File: src/rtl/if_stage_fetch.sv
// Fetch stage: owns the PC, addresses the async ROM and registers IF/ID one edge after fetch.
// A stall freezes all state; a taken branch redirects the PC and leaves one bubble in IF/ID.
module if_stage_fetch #(
  parameter int              PC_W     = 32,
  parameter int              ADDR_W   = 6,
  parameter int              CNT_W    = 16,
  parameter logic [PC_W-1:0] RESET_PC = '0
) (
  input  logic              clk,
  input  logic              rst,
  input  logic              stall,
  input  logic              branch_taken,
  input  logic [PC_W-1:0]   branch_target,
  input  logic [31:0]       rom_inst,
  output logic [ADDR_W-1:0] rom_addr,
  output logic [PC_W-1:0]   pc,
  output logic [31:0]       if_id_inst,
  output logic [PC_W-1:0]   if_id_pc4,
  output logic              if_id_valid,
  output logic [CNT_W-1:0]  fetch_cnt
);

  logic [PC_W-1:0]  pc_q,    pc_d;
  logic [31:0]      inst_q,  inst_d;
  logic [PC_W-1:0]  pc4_q,   pc4_d;
  logic             valid_q, valid_d;
  logic [CNT_W-1:0] cnt_q,   cnt_d;
  logic [PC_W-1:0]  pc_plus4;

  assign pc_plus4 = pc_q + PC_W'(4);

  always_comb begin
    pc_d    = pc_q;
    inst_d  = inst_q;
    pc4_d   = pc4_q;
    valid_d = valid_q;
    cnt_d   = cnt_q;
    // A stalled branch may have stale operands; ID re-presents it once the stall drops.
    if (!stall) begin
      if (branch_taken) begin
        pc_d    = branch_target & ~PC_W'(3);
        inst_d  = 32'h0;
        pc4_d   = '0;
        valid_d = 1'b0;
      end else begin
        pc_d    = pc_plus4;
        inst_d  = rom_inst;
        pc4_d   = pc_plus4;
        valid_d = 1'b1;
        if (!(&cnt_q)) begin
          cnt_d = cnt_q + CNT_W'(1);
        end
      end
    end
  end

  always_ff @(posedge clk) begin
    if (rst) begin
      pc_q    <= RESET_PC;
      inst_q  <= 32'h0;
      pc4_q   <= '0;
      valid_q <= 1'b0;
      cnt_q   <= '0;
    end else begin
      pc_q    <= pc_d;
      inst_q  <= inst_d;
      pc4_q   <= pc4_d;
      valid_q <= valid_d;
      cnt_q   <= cnt_d;
    end
  end

  assign rom_addr    = pc_q[ADDR_W+1:2];
  assign pc          = pc_q;
  assign if_id_inst  = inst_q;
  assign if_id_pc4   = pc4_q;
  assign if_id_valid = valid_q;
  assign fetch_cnt   = cnt_q;

endmodule

File: config.mk
export PLATFORM = sky130hd
export DESIGN_NAME = if_stage_fetch
export DESIGN_NICKNAME = d
export VERILOG_FILES = /design/src/rtl/if_stage_fetch.sv
export SDC_FILE = /design/constraint.sdc
export NUM_CORES = 1
export LEC_CHECK = 0
export BUFFER_PORTS_ARGS = -buffer_cell sky130_fd_sc_hd__buf_2
export CAP_MARGIN = 20
export CORE_MARGIN = 3
export CORE_UTILIZATION = 53
export DETAILED_ROUTE_END_ITERATION = 16
export GPL_TIMING_DRIVEN = 0
export PLACE_DENSITY = 0.85
export SLEW_MARGIN = 20
export SYNTH_ARGS = -nofsm -noshare
export SYNTH_HDL_FRONTEND = slang
export SYNTH_SLANG_ARGS = --single-unit
File: constraint.sdc
create_clock -name clk -period 4.5 [get_ports clk]
set_input_delay 1.35 -clock clk [delete_from_list [all_inputs] [get_ports clk]]
set_output_delay 1.35 -clock clk [all_outputs]
set_load 0.02 [all_outputs]
== Word level (Yosys, flattened, before mapping) ==
Index checks and enable logic that the tools add are counted.
Word-level totals
  word-level logic and storage cells: 16
  output and inout bits: 119
  bits of input ports: 68
  register bits after elaboration: 113
Cells by class
  mux-type cells: 4
  bitwise operators: 3
  add/sub/neg operators: 2
  reductions and logical operators: 2
Operators with widths (count)
  2-to-1 mux 32 bit: 3
  adder 32 x 3 -> 32 bit, second input constant: 1
  adder 16 x 1 -> 16 bit, second input constant: 1
  AND reduction 16 bit: 1
  NOT 1 bit: 3
  AND reduction 3 bit: 1
  2-to-1 mux 1 bit: 1

== Depth between registers and ports, before layout ==
Gate-level depths: netlist of run 1.
  depth after elaboration: 3
  gate-level depth with buffers: 7
  depth with buffers taken out: 6

== Worst setup path before layout of run 1 ==
No wires, ideal clock.
  path kind: in2reg
  start: in stall
  end: reg inst_q[10], in the netlist if_id_inst[10]
  path slack: 1.845 ns
  library setup time: 0.060 ns
  arrival: 2.595 ns
  cell stages on the path: 5
  required time: 4.440 ns
  buffers on the path: 2
  cells stage by stage: or2_2 clkbuf_1 nor2_1 clkbuf_1 a22o_1
RTL lines
  start: declaration: line 11  | input logic stall,
  end signal: assignment: line 66  | inst_q <= inst_d;
  end: declaration: line 24  | logic [31:0] inst_q, inst_d;

==> reports/metrics.yaml, run 1 <==
io_buffers: 182
synthMuxAreaShare_pct: 1.00
start_util_pct: 55.8
synth_area_mm2: 0.00498
synth_top_family_by_area: "compound AO/OA/AOI/OAI gates"
grt_most_used_layer: "met2"
antennaDiodeCount: 0
synthSimpleGateAreaFrac_pct: 20.0
path_cells: "buf_2, or2_2, clkbuf_1, nor2_1, clkbuf_1, a22o_1"
status: "completed"
avgSynthCellArea_um2: 9.06
async_reset_ff_share_pct: 0
coreArea_mm2: 0.00893
die_h_um: 103
synthTopCellsByArea: "dfxtp_1 (44%), a22o_1 (9.7%), xnor2_1 (6.3%)"
synth_xor_area_share_pct: 7.21
yosys.area_share.adder_pct: 0.502
gp_congestion: 0.959
fin_crit_sh_pct: 64.8
grt.met2_usage_pct: 46.0
max_stage_delay_ps: 590
synth_ff_type: "dfxtp_1"
yosysTopAreaCellShare_pct: 44.2
cts_max_level: 3
final_util_pct: 70.0
clock-sinks: 110
cts_resized: 0
dieArea_mm2: 0.0106
peakVddDrop_mv: 0.186
routedWlPerCell_um: 17.4
slew_violations: 0
clock_path_buffers: 2
net-switching-power_w: 0.000560
hold_violations: 0
rsz0062_at_grt: "false"
crit_top_cell: "clkbuf_1"
relSlewSlack_pct: 51.3
grt_max_degree: 21
slowest_stage: "nor2_1"
final_nets: 814
comb_power_share_pct: 13.9
synth_edf_count: 0
fin_tns_setup_ps: 0
drt_iter0_markers: 260
p_clk_share_pct: 33.1
worstSetupPathType: "in2reg"
drive_above_1_share_pct: 30.8
die_w_um: 103
cts_tree: "built"
worstPathArrival_ps: 3230
postCtsSetupBuffers: 0
grt_use_met1_pct: 34.2
worst_setup_path_start_kind: "primary input"
p_int_w: 0.00140
yosysTopAreaCell: "dfxtp_1"
synth_compound_area_share_pct: 21.3
crit_path_max_fanout: 10
num_vias: 4998
grtUsageMet3_pct: 5.75
clk_pin_slew_ps: 120
route.detailed.drc: 0
clockRootBuffer: "clkbuf_8"
p_per_area_mw_per_mm2: 314
skew_ps: 16.0
yosysSeqAreaShare_pct: 44.2
max_cap_violations: 0
p_leak_nw: 2.80
cts_buffers: 9
switching_share_pct: 28.6
grt_pass1_vias: 4672
cp_data_required_time_ps: 4810
hpwl_um: 11300
fin_crit_ps: 2920
antenna_found_initial: 0
n_fill_cell: 775
min_path_type: "reg2reg"
crit_path_end_kind: "flip-flop"
ctsHoldBuffers: 0
grt.total_usage_pct: 27.0
area_growth_pct: 25.5
yosysWarnings: 0
vias_per_cell: 5.83
ioPinCount: 187
core.rowCount: 34
ys_ff_latch: 110
postSynthCellCount: 550
setup_viol: 0
dr.pass1.iters: 5
synth_cell_types: 44
fmax_ghz: 0.343
routed_wl_um: 14900
final_antenna_net_count: 0
worstSkewPairLatency_ps: 370
tightest_slew_ps: 728
grt_first_pass_wirelength_um: 22600
power_frac_seq_pct: 53.0
overflow: 0
## sequential cells by signal (all words and copies together) (netlist names)
name	cells
if_id_inst	32
if_id_pc4	31
pc	30
fetch_cnt	16
if_id_valid	1
## cell type report
type	count	area [µm²]	area share, %
plain buffers	53	254	4.06
multi-input cells	380	2500	40.0
inverters	8	30.0	0.480
clock inverters	6	83.8	1.34
well taps	108	135	2.16
clock buffers	10	138	2.20
repair buffers	182	911	14.6
flip-flops and latches	110	2200	35.2
## power by group through the flow
stage | registers, W | logic [W] | clock network (W)
3_5_place_dp | 0.00106 | 0.000271 | 0
2_1_floorplan | 0.00110 | 0.000126 | 0
3_3_place_gp | 0.00106 | 0.000267 | 0
4_1_cts | 0.00104 | 0.000272 | 0.000653
5_1_grt | 0.00104 | 0.000296 | 0.000691
6_report | 0.00104 | 0.000273 | 0.000648
## cells in the mapped netlist (all sizes together), types with 5 or more instances
| library cell | instances |
|---|---|
| nand4 | 18 |
| or2 | 7 |
| nor2 | 55 |
| mux2i | 5 |
| nor3 | 11 |
| and3 | 8 |
| nor4 | 11 |
| clkbuf | 30 |
| buf | 23 |
| o21ai | 13 |
| nand2 | 16 |
| dfxtp | 110 |
| nand3 | 31 |
| a22oi | 22 |
| nor2b | 9 |
| a22o | 55 |
| xnor2 | 36 |
| inv | 8 |
| xor2 | 5 |
| a21oi | 28 |
| or3 | 8 |
| a31oi | 13 |
## layer usage
layer  up-vias  share of wire (%)
met1      2330                 43
met5         -                  0
met2       250                 46
li1       2394                  -
met4         0                1.8
met3        24                8.5
## kinds of logic after synthesis
kind of cell / Yosys count
AO/OA/AOI/OAI: 146
XOR/XNOR: 41
adder cells (fa/ha/maj): 2
buffers and inverters: 61
flip-flops: 110
multiplexers: 5
other: 1
AND/OR/NAND/NOR: 184
## critical path: cells and delay by family
family / cells / cell delay, ps
and+or+nand+nor: 2 / 880
AOI/OAI and AO/OA: 1 / 210
buffers and inverters: 3 / 770
## stage by stage
| step | worst slack, ps | power [W] | std cells | hold WS (ps) | cell area [µm²] |
|---|---|---|---|---|---|
| after detailed placement | 1230 | 0.00133 | 841 | 437 | 6030 |
| final | 1580 | 0.00196 | 857 | 463 | 6250 |
| after floorplan | 1840 | 0.00122 | 551 | 565 | 4990 |
| after global routing | 1470 | 0.00203 | 857 | 491 | 6250 |
| after CTS | 1610 | 0.00196 | 857 | 465 | 6250 |
| after global placement | 1180 | 0.00133 | 841 | 435 | 6030 |
## path summary, 6_finish.rpt
check / end / depth (start not counted) / slack, ps / from
min reg2reg: if_id_valid / 1 / 460 / if_id_valid
min: if_id_valid / 1 / 460 / if_id_valid
max: if_id_inst[1] / 6 / 1580 / stall
max reg2reg: pc[28] / 7 / 2040 / pc[2]
## layout by cell type, fill, tap and decap left out, drive strengths merged, types with 3 or more instances in the layout
| master | n |
|---|---|
| buf | 205 |
| dfxtp | 110 |
| nor2 | 55 |
| a22o | 55 |
| clkbuf | 40 |
| xnor2 | 36 |
| nand3 | 31 |
| a21oi | 28 |
| a22oi | 22 |
| nand4 | 18 |
| nand2 | 16 |
| a31oi | 13 |
| o21ai | 13 |
| nor3 | 11 |
| inv | 11 |
| nor4 | 11 |
| nor2b | 9 |
| and3 | 8 |
| or3 | 8 |
| or2 | 7 |
| xor2 | 5 |
| mux2i | 5 |
| and4 | 3 |
| nor3b | 3 |
| a21o | 3 |
| o32ai | 3 |
Power figures use the tool's default switching activity.
==> inputs of run 2 (changes only) <==
Settings changed: ABC_AREA set to 1, CORE_UTILIZATION 53 to 50, PLACE_DENSITY 0.85 to 0.8.
Clock period 4.5 ns to 2.95 ns, I/O delays scaled along.
==> reports/metrics.yaml, run 2 <==
dp_slack_ps: 753  # -477 ps
yosysTopAreaCellShare_pct: 42.0  # -2.2 points
worstRegToRegCells: 10  # +3
drive_above_1_share_pct: 27.6  # -3.2 points
crit_path_end_kind: "output pin"
net-switching-power_w: 0.000888  # +58%
worst_slack_ps: 912  # -671 ps
antenna_found_initial: 0  # unchanged
power_frac_seq_pct: 54.9  # +1.9 points
largest_register_ffs: 32  # unchanged
routed_wl_um: 14900  # -0.23%
skew_ps: 12.6  # -3.40 ps
max_cap_violations: 0  # unchanged
routedWlPerCell_um: 14.1  # -19%
hold_violations: 0  # unchanged
fin_crit_sh_pct: 69.1
postCtsSetupBuffers: 0  # unchanged
relSlewSlack_pct: 57.0  # +5.7 points
grt_max_degree: 18  # -14%
worstSetupPathType: "reg2out"
synth_area_mm2: 0.00524  # +5.2%
worst_setup_path_start_kind: "flip-flop"
grt_pass1_vias: 4775  # +2.2%
synthTopCellsByCount: "nand2_1 (169), dfxtp_1 (110), inv_1 (81)"
overflow: 0  # unchanged
area_growth_pct: 23.8
layout_commonest_cell: "buf_2"
cp_data_required_time_ps: 2070  # -2740 ps
yosysMostFrequentCell: "nand2_1"
core.rowCount: 36  # +5.9%
min_to: "if_id_pc4[31]"
clockRootBuffer: "clkbuf_8"
p_int_w: 0.00206  # +47%
drt_iter0_markers: 282  # +8.5%
io_buffers: 180  # -1.1%
r2r_slack_ps: 1110  # -930 ps
setup_viol: 0  # unchanged
grt.total_usage_pct: 25.3  # -1.7 points
synth_ff_type: "dfxtp_1"
final_util_pct: 64.9  # -5.1 points
synth_cell_types: 34  # -23%
dr.pass1.iters: 4  # -1
tightest_slew_ps: 645  # -83.0 ps
antennaDiodeCount: 0  # unchanged
hpwl_um: 11300  # +0.38%
clock-sinks: 110  # unchanged
p_clk_share_pct: 28.3  # -4.8 points
vias_per_cell: 5.16  # -12%
worstPathArrival_ps: 1150  # -2080 ps
peakVddDrop_mv: 0.344  # +85%
hold_ws_ps: 458  # -4.72 ps
p_per_area_mw_per_mm2: 455  # +45%
min_path_type: "reg2reg"
synth_edf_count: 0  # unchanged
gp_congestion: 0.918  # -4.2%
fin_crit_ps: 2040
layout_common_cells: "buf_2 (193), nand2_1 (169), dfxtp_1 (110)"
comb_power_share_pct: 16.8  # +2.9 points
ctsHoldBuffers: 0  # unchanged
final_antenna_net_count: 0  # unchanged
status: "completed"
slew_violations: 0  # unchanged
crit_path_max_fanout: 6  # -4
r2r-start: "pc[2]"
coreArea_mm2: 0.0100  # +12%
start_util_pct: 52.4  # -3.4 points
die_w_um: 108  # +5.3%
async_reset_ff_share_pct: 0  # unchanged
p_leak_nw: 3.25  # +16%
fmax_ghz: 0.491
yosysTopAreaCell: "dfxtp_1"
route.detailed.drc: 0  # unchanged
postSynthCellCount: 724  # +32%
die_h_um: 108  # +5.3%
worstSkewPairLatency_ps: 380  # about the same
cts_max_level: 3  # unchanged
rsz0062_at_grt: "false"
grt_first_pass_wirelength_um: 23700  # +4.9%
num_vias: 5434  # +8.7%
cts_resized: 0  # unchanged
yosysWarnings: 0  # unchanged
clk_pin_slew_ps: 110  # about the same
cts_tree: "built"
fin_tns_setup_ps: 0  # unchanged
hold_depth: 2  # +1
clock_path_buffers: 2  # unchanged
switching_share_pct: 30.1  # +1.5 points
yosysSeqAreaShare_pct: 42.0  # -2.2 points
avgSynthCellArea_um2: 7.24  # -20%
ioPinCount: 187  # unchanged
synthTopCellsByArea: "dfxtp_1 (42%), nand2_1 (12%), nand3_1 (6.8%)"
cts_buffers: 9  # unchanged
ys_ff_latch: 110  # unchanged
min-delay-start: "if_id_pc4[31]"
timing.rr.end: "pc[28]"
dieArea_mm2: 0.0117  # +11%
final_nets: 986  # +21%
run 2: critical path: stages (launching register included):
cell	delay, ps
dfxtp_1	480
buf_4	150
buf_2	150
run 2: stage by stage:
step | cell area (µm²) | power (W) | instances
6_report | 6490 | 0.00295 | 1053
5_1_grt | 6490 | 0.00310 | 1053
4_1_cts | 6490 | 0.00298 | 1053
3_5_place_dp | 6310 | 0.00215 | 1038
3_3_place_gp | 6310 | 0.00214 | 1038
2_1_floorplan | 5250 | 0.00196 | 725
run 2: worst max path at each step:
stage | startpoint | endpoint | slack (ps) | cells after the start
after global placement | stall | pc[27] | 790 | 7
after detailed placement | rst | if_id_inst[0] | 750 | 5
after global routing | pc[5] | rom_addr[3] | 820 | 2
after CTS | pc[5] | rom_addr[3] | 900 | 2
after floorplan | stall | if_id_inst[0] | 1110 | 6
final | pc[5] | rom_addr[3] | 910 | 2
run 2: cell families (layout without fill, tap and decap cells):
kind of cell,Yosys count,after routing,synth area share [%]
other cells,1,2,0.0715
simple gates,320,320,27.3
compound gates,156,156,18.3
xor+xnor,8,8,1.34
flops,110,110,42.0
fa+ha+maj,2,2,0.477
buf+inv,127,322,10.5
run 2: cell type report:
type / count / area [µm²]
clock buffer: 10 / 138
sequential: 110 / 2200
clock inverter: 5 / 36.3
buffer: 44 / 239
inverter: 83 / 312
fill: 950 / 3510
tap: 133 / 166
timing repair buffer: 180 / 901
multi-input combinational: 488 / 2490
run 2: layer usage:
metal | track usage (%) | up-vias | share of wire, %
met5 | 0 | - | 0
met4 | 6.04 | 0 | 1.6
met3 | 6.63 | 21 | 8.7
met2 | 39.4 | 194 | 45
met1 | 35.1 | 2480 | 44
li1 | - | 2739 | -
run 2: power groups by stage:
stage / clock network [W] / logic, W / registers, W
6_report: 0.000836 / 0.000495 / 0.00162
5_1_grt: 0.000919 / 0.000545 / 0.00163
4_1_cts: 0.000861 / 0.000497 / 0.00162
3_5_place_dp: 0 / 0.000495 / 0.00165
3_3_place_gp: 0 / 0.000489 / 0.00165
2_1_floorplan: 0 / 0.000223 / 0.00173
==> inputs of run 3 (changes only) <==
Settings changed: ABC_AREA 1 to 0, CORE_UTILIZATION 50 to 49.
Clock period 2.95 ns to 2.1 ns, I/O delays scaled along.
==> reports/metrics.yaml, run 3 (synthesis results as in run 1) <==
num_vias: 5029  # -7.5%
io_buffers: 182  # +1.1%
coreArea_mm2: 0.00982  # -1.8%
setup_viol: 0  # unchanged
crit_top_cell: "buf_4"
hold_violations: 0  # unchanged
largest_register_ffs: 32  # unchanged
ioPinCount: 187  # unchanged
seq_area_mm2: 0.00221  # +0.40%
grt.total_usage_pct: 27.3  # +2.0 points
antenna_found_initial: 0  # unchanged
start_util_pct: 50.7  # -1.7 points
vias_per_cell: 5.64  # +9.4%
cp_data_required_time_ps: 2440  # +370 ps
grt_max_degree: 20  # +2
routedWlPerCell_um: 17.6  # +24%
grt_first_pass_wirelength_um: 24700  # +4.3%
drt_iter0_markers: 319  # +13%
p_leak_nw: 2.86  # -12%
drive_above_1_share_pct: 33.2  # +5.6 points
gp_congestion: 0.928  # +1.0%
grt_pass1_vias: 4909  # +2.8%
final_util_pct: 64.9  # about the same
multi_input_area_mm2: 0.00253  # +1.5%
slowest_stage: "dfxtp_1"
slew_violations: 0  # unchanged
tightest_slew_ps: 627  # -17.5 ps
antennaDiodeCount: 0  # unchanged
fin_crit_sh_pct: 95.3
final_antenna_net_count: 0  # unchanged
cts_max_level: 3  # unchanged
worstSkewPairLatency_ps: 400  # +20 ps
worstPathArrival_ps: 2340  # +1190 ps
fmax_ghz: 0.500
die_h_um: 107  # -1.4%
ctsHoldBuffers: 0  # unchanged
dieArea_mm2: 0.0114  # -2.8%
dp.cells: 866  # -17%
final_nets: 823  # -17%
core.rowCount: 36  # unchanged
clock_path_buffers: 2  # unchanged
layout_commonest_cell: "buf_2"
clk_pin_slew_ps: 120  # about the same
relSlewSlack_pct: 58.2  # +1.2 points
dr.pass1.iters: 5  # +1
area_growth_pct: 27.9
worst_setup_path_start_kind: "flip-flop"
max_cap_violations: 0  # unchanged
route.detailed.drc: 0  # unchanged
final_cells: 891  # -15%
n_fill_cell: 841  # -11%
die_w_um: 107  # -1.4%
routed_wl_um: 15700  # +5.2%
fin_crit_ps: 2000
worstSetupPathType: "reg2reg"
crit_path_end_kind: "flip-flop"
max_stage_delay_ps: 360  # -120 ps
min_path_type: "in2reg"
path_cells: "buf_2, nand4_1, buf_4, nor4_4, buf_4, nand3_2, or3_1, a31oi_1"
crit_path_max_fanout: 9  # +3
status: "completed"
cts_buffers: 9  # unchanged
clock-sinks: 110  # unchanged
cts_tree: "built"
clockRootBuffer: "clkbuf_8"
peakVddDrop_mv: 0.567  # +65%
power_w: 0.00408  # +38%
p_per_area_mw_per_mm2: 640  # +41%
overflow: 0  # unchanged
layout_common_cells: "buf_2 (185), dfxtp_1 (107), a22o_1 (55)"
hpwl_um: 11700  # +3.6%
skew_ps: 15.8  # +3.21 ps
==> run 3: changes by cell type in the layout (fill, tap and decap cells not counted), moves of 23 or more <==
| cell | delta |
|---|---|
| inv_1 | -73 |
| a22o_1 | +23 |
| xnor2_1 | +32 |
| a21oi_1 | -30 |
| o21ai_0 | -35 |
| nand3_1 | -42 |
| nand2_1 | -153 |
==> run 3: through the flow <==
stage / TNS (ps) / hold WS (ps) / worst slack [ps] / area [µm²]
after floorplan: 0 / 565 / 3.99 / 4990
after global placement: -27430 / 435 / -528 / 6060
after detailed placement: -29150 / 450 / -541 / 6060
after CTS: 0 / 436 / 13.4 / 6310
after global routing: -81.8 / 428 / -35.3 / 6370
final: 0 / 445 / 98.1 / 6370
==> run 3: critical path, delay by kind of cell, from the launching register on <==
| kind | cells | cell delay, ps |
|---|---|---|
| AO/OA/AOI/OAI | 1 | 150 |
| buffers and inverters | 3 | 600 |
| flip-flops | 1 | 360 |
| AND/OR/NAND/NOR | 4 | 840 |
==> run 3: layout make-up <==
class / instances / area share [%]
multi-input combinational: 380 / 39.7
clock inverter: 6 / 0.844
timing repair buffer: 192 / 15.5
buffer: 52 / 4.05
inverter: 8 / 0.471
clock buffer: 10 / 2.16
tap: 133 / 2.61
sequential: 110 / 34.7
==> run 3: layer usage <==
| layer | global-route usage, % | vias up | routed length (µm) |
|---|---|---|---|
| met5 | 0 | - | 0 |
| met4 | 7.85 | 0 | 251 |
| met3 | 9.45 | 22 | 1530 |
| met2 | 45.8 | 240 | 7400 |
| met1 | 33.1 | 2366 | 6480 |
| li1 | - | 2401 | - |
==> run 3: where the power goes <==
part	leakage (nW)	switching, W	internal [W]
sequential	0.897	0.0000712	0.00216
combinational	1.88	0.000358	0.000229
clock	0.0886	0.000779	0.000482
==> run 3: what timing repair did <==
item | 4_1_cts | 5_1_grt
pin swaps | 2 | 4
setup buffers | 4 | 6
setup endpoints to repair | 61 | 55
gates resized for setup | 10 | 11
==> run 3: final timing paths <==
kind | from | end | slack [ps] | cells after the start
max | pc[4] | pc[17] | 100 | 8
min | rom_inst[0] | if_id_inst[0] | 450 | 2
max reg2reg | pc[4] | pc[17] | 100 | 8
min reg2reg | if_id_valid | if_id_valid | 470 | 1
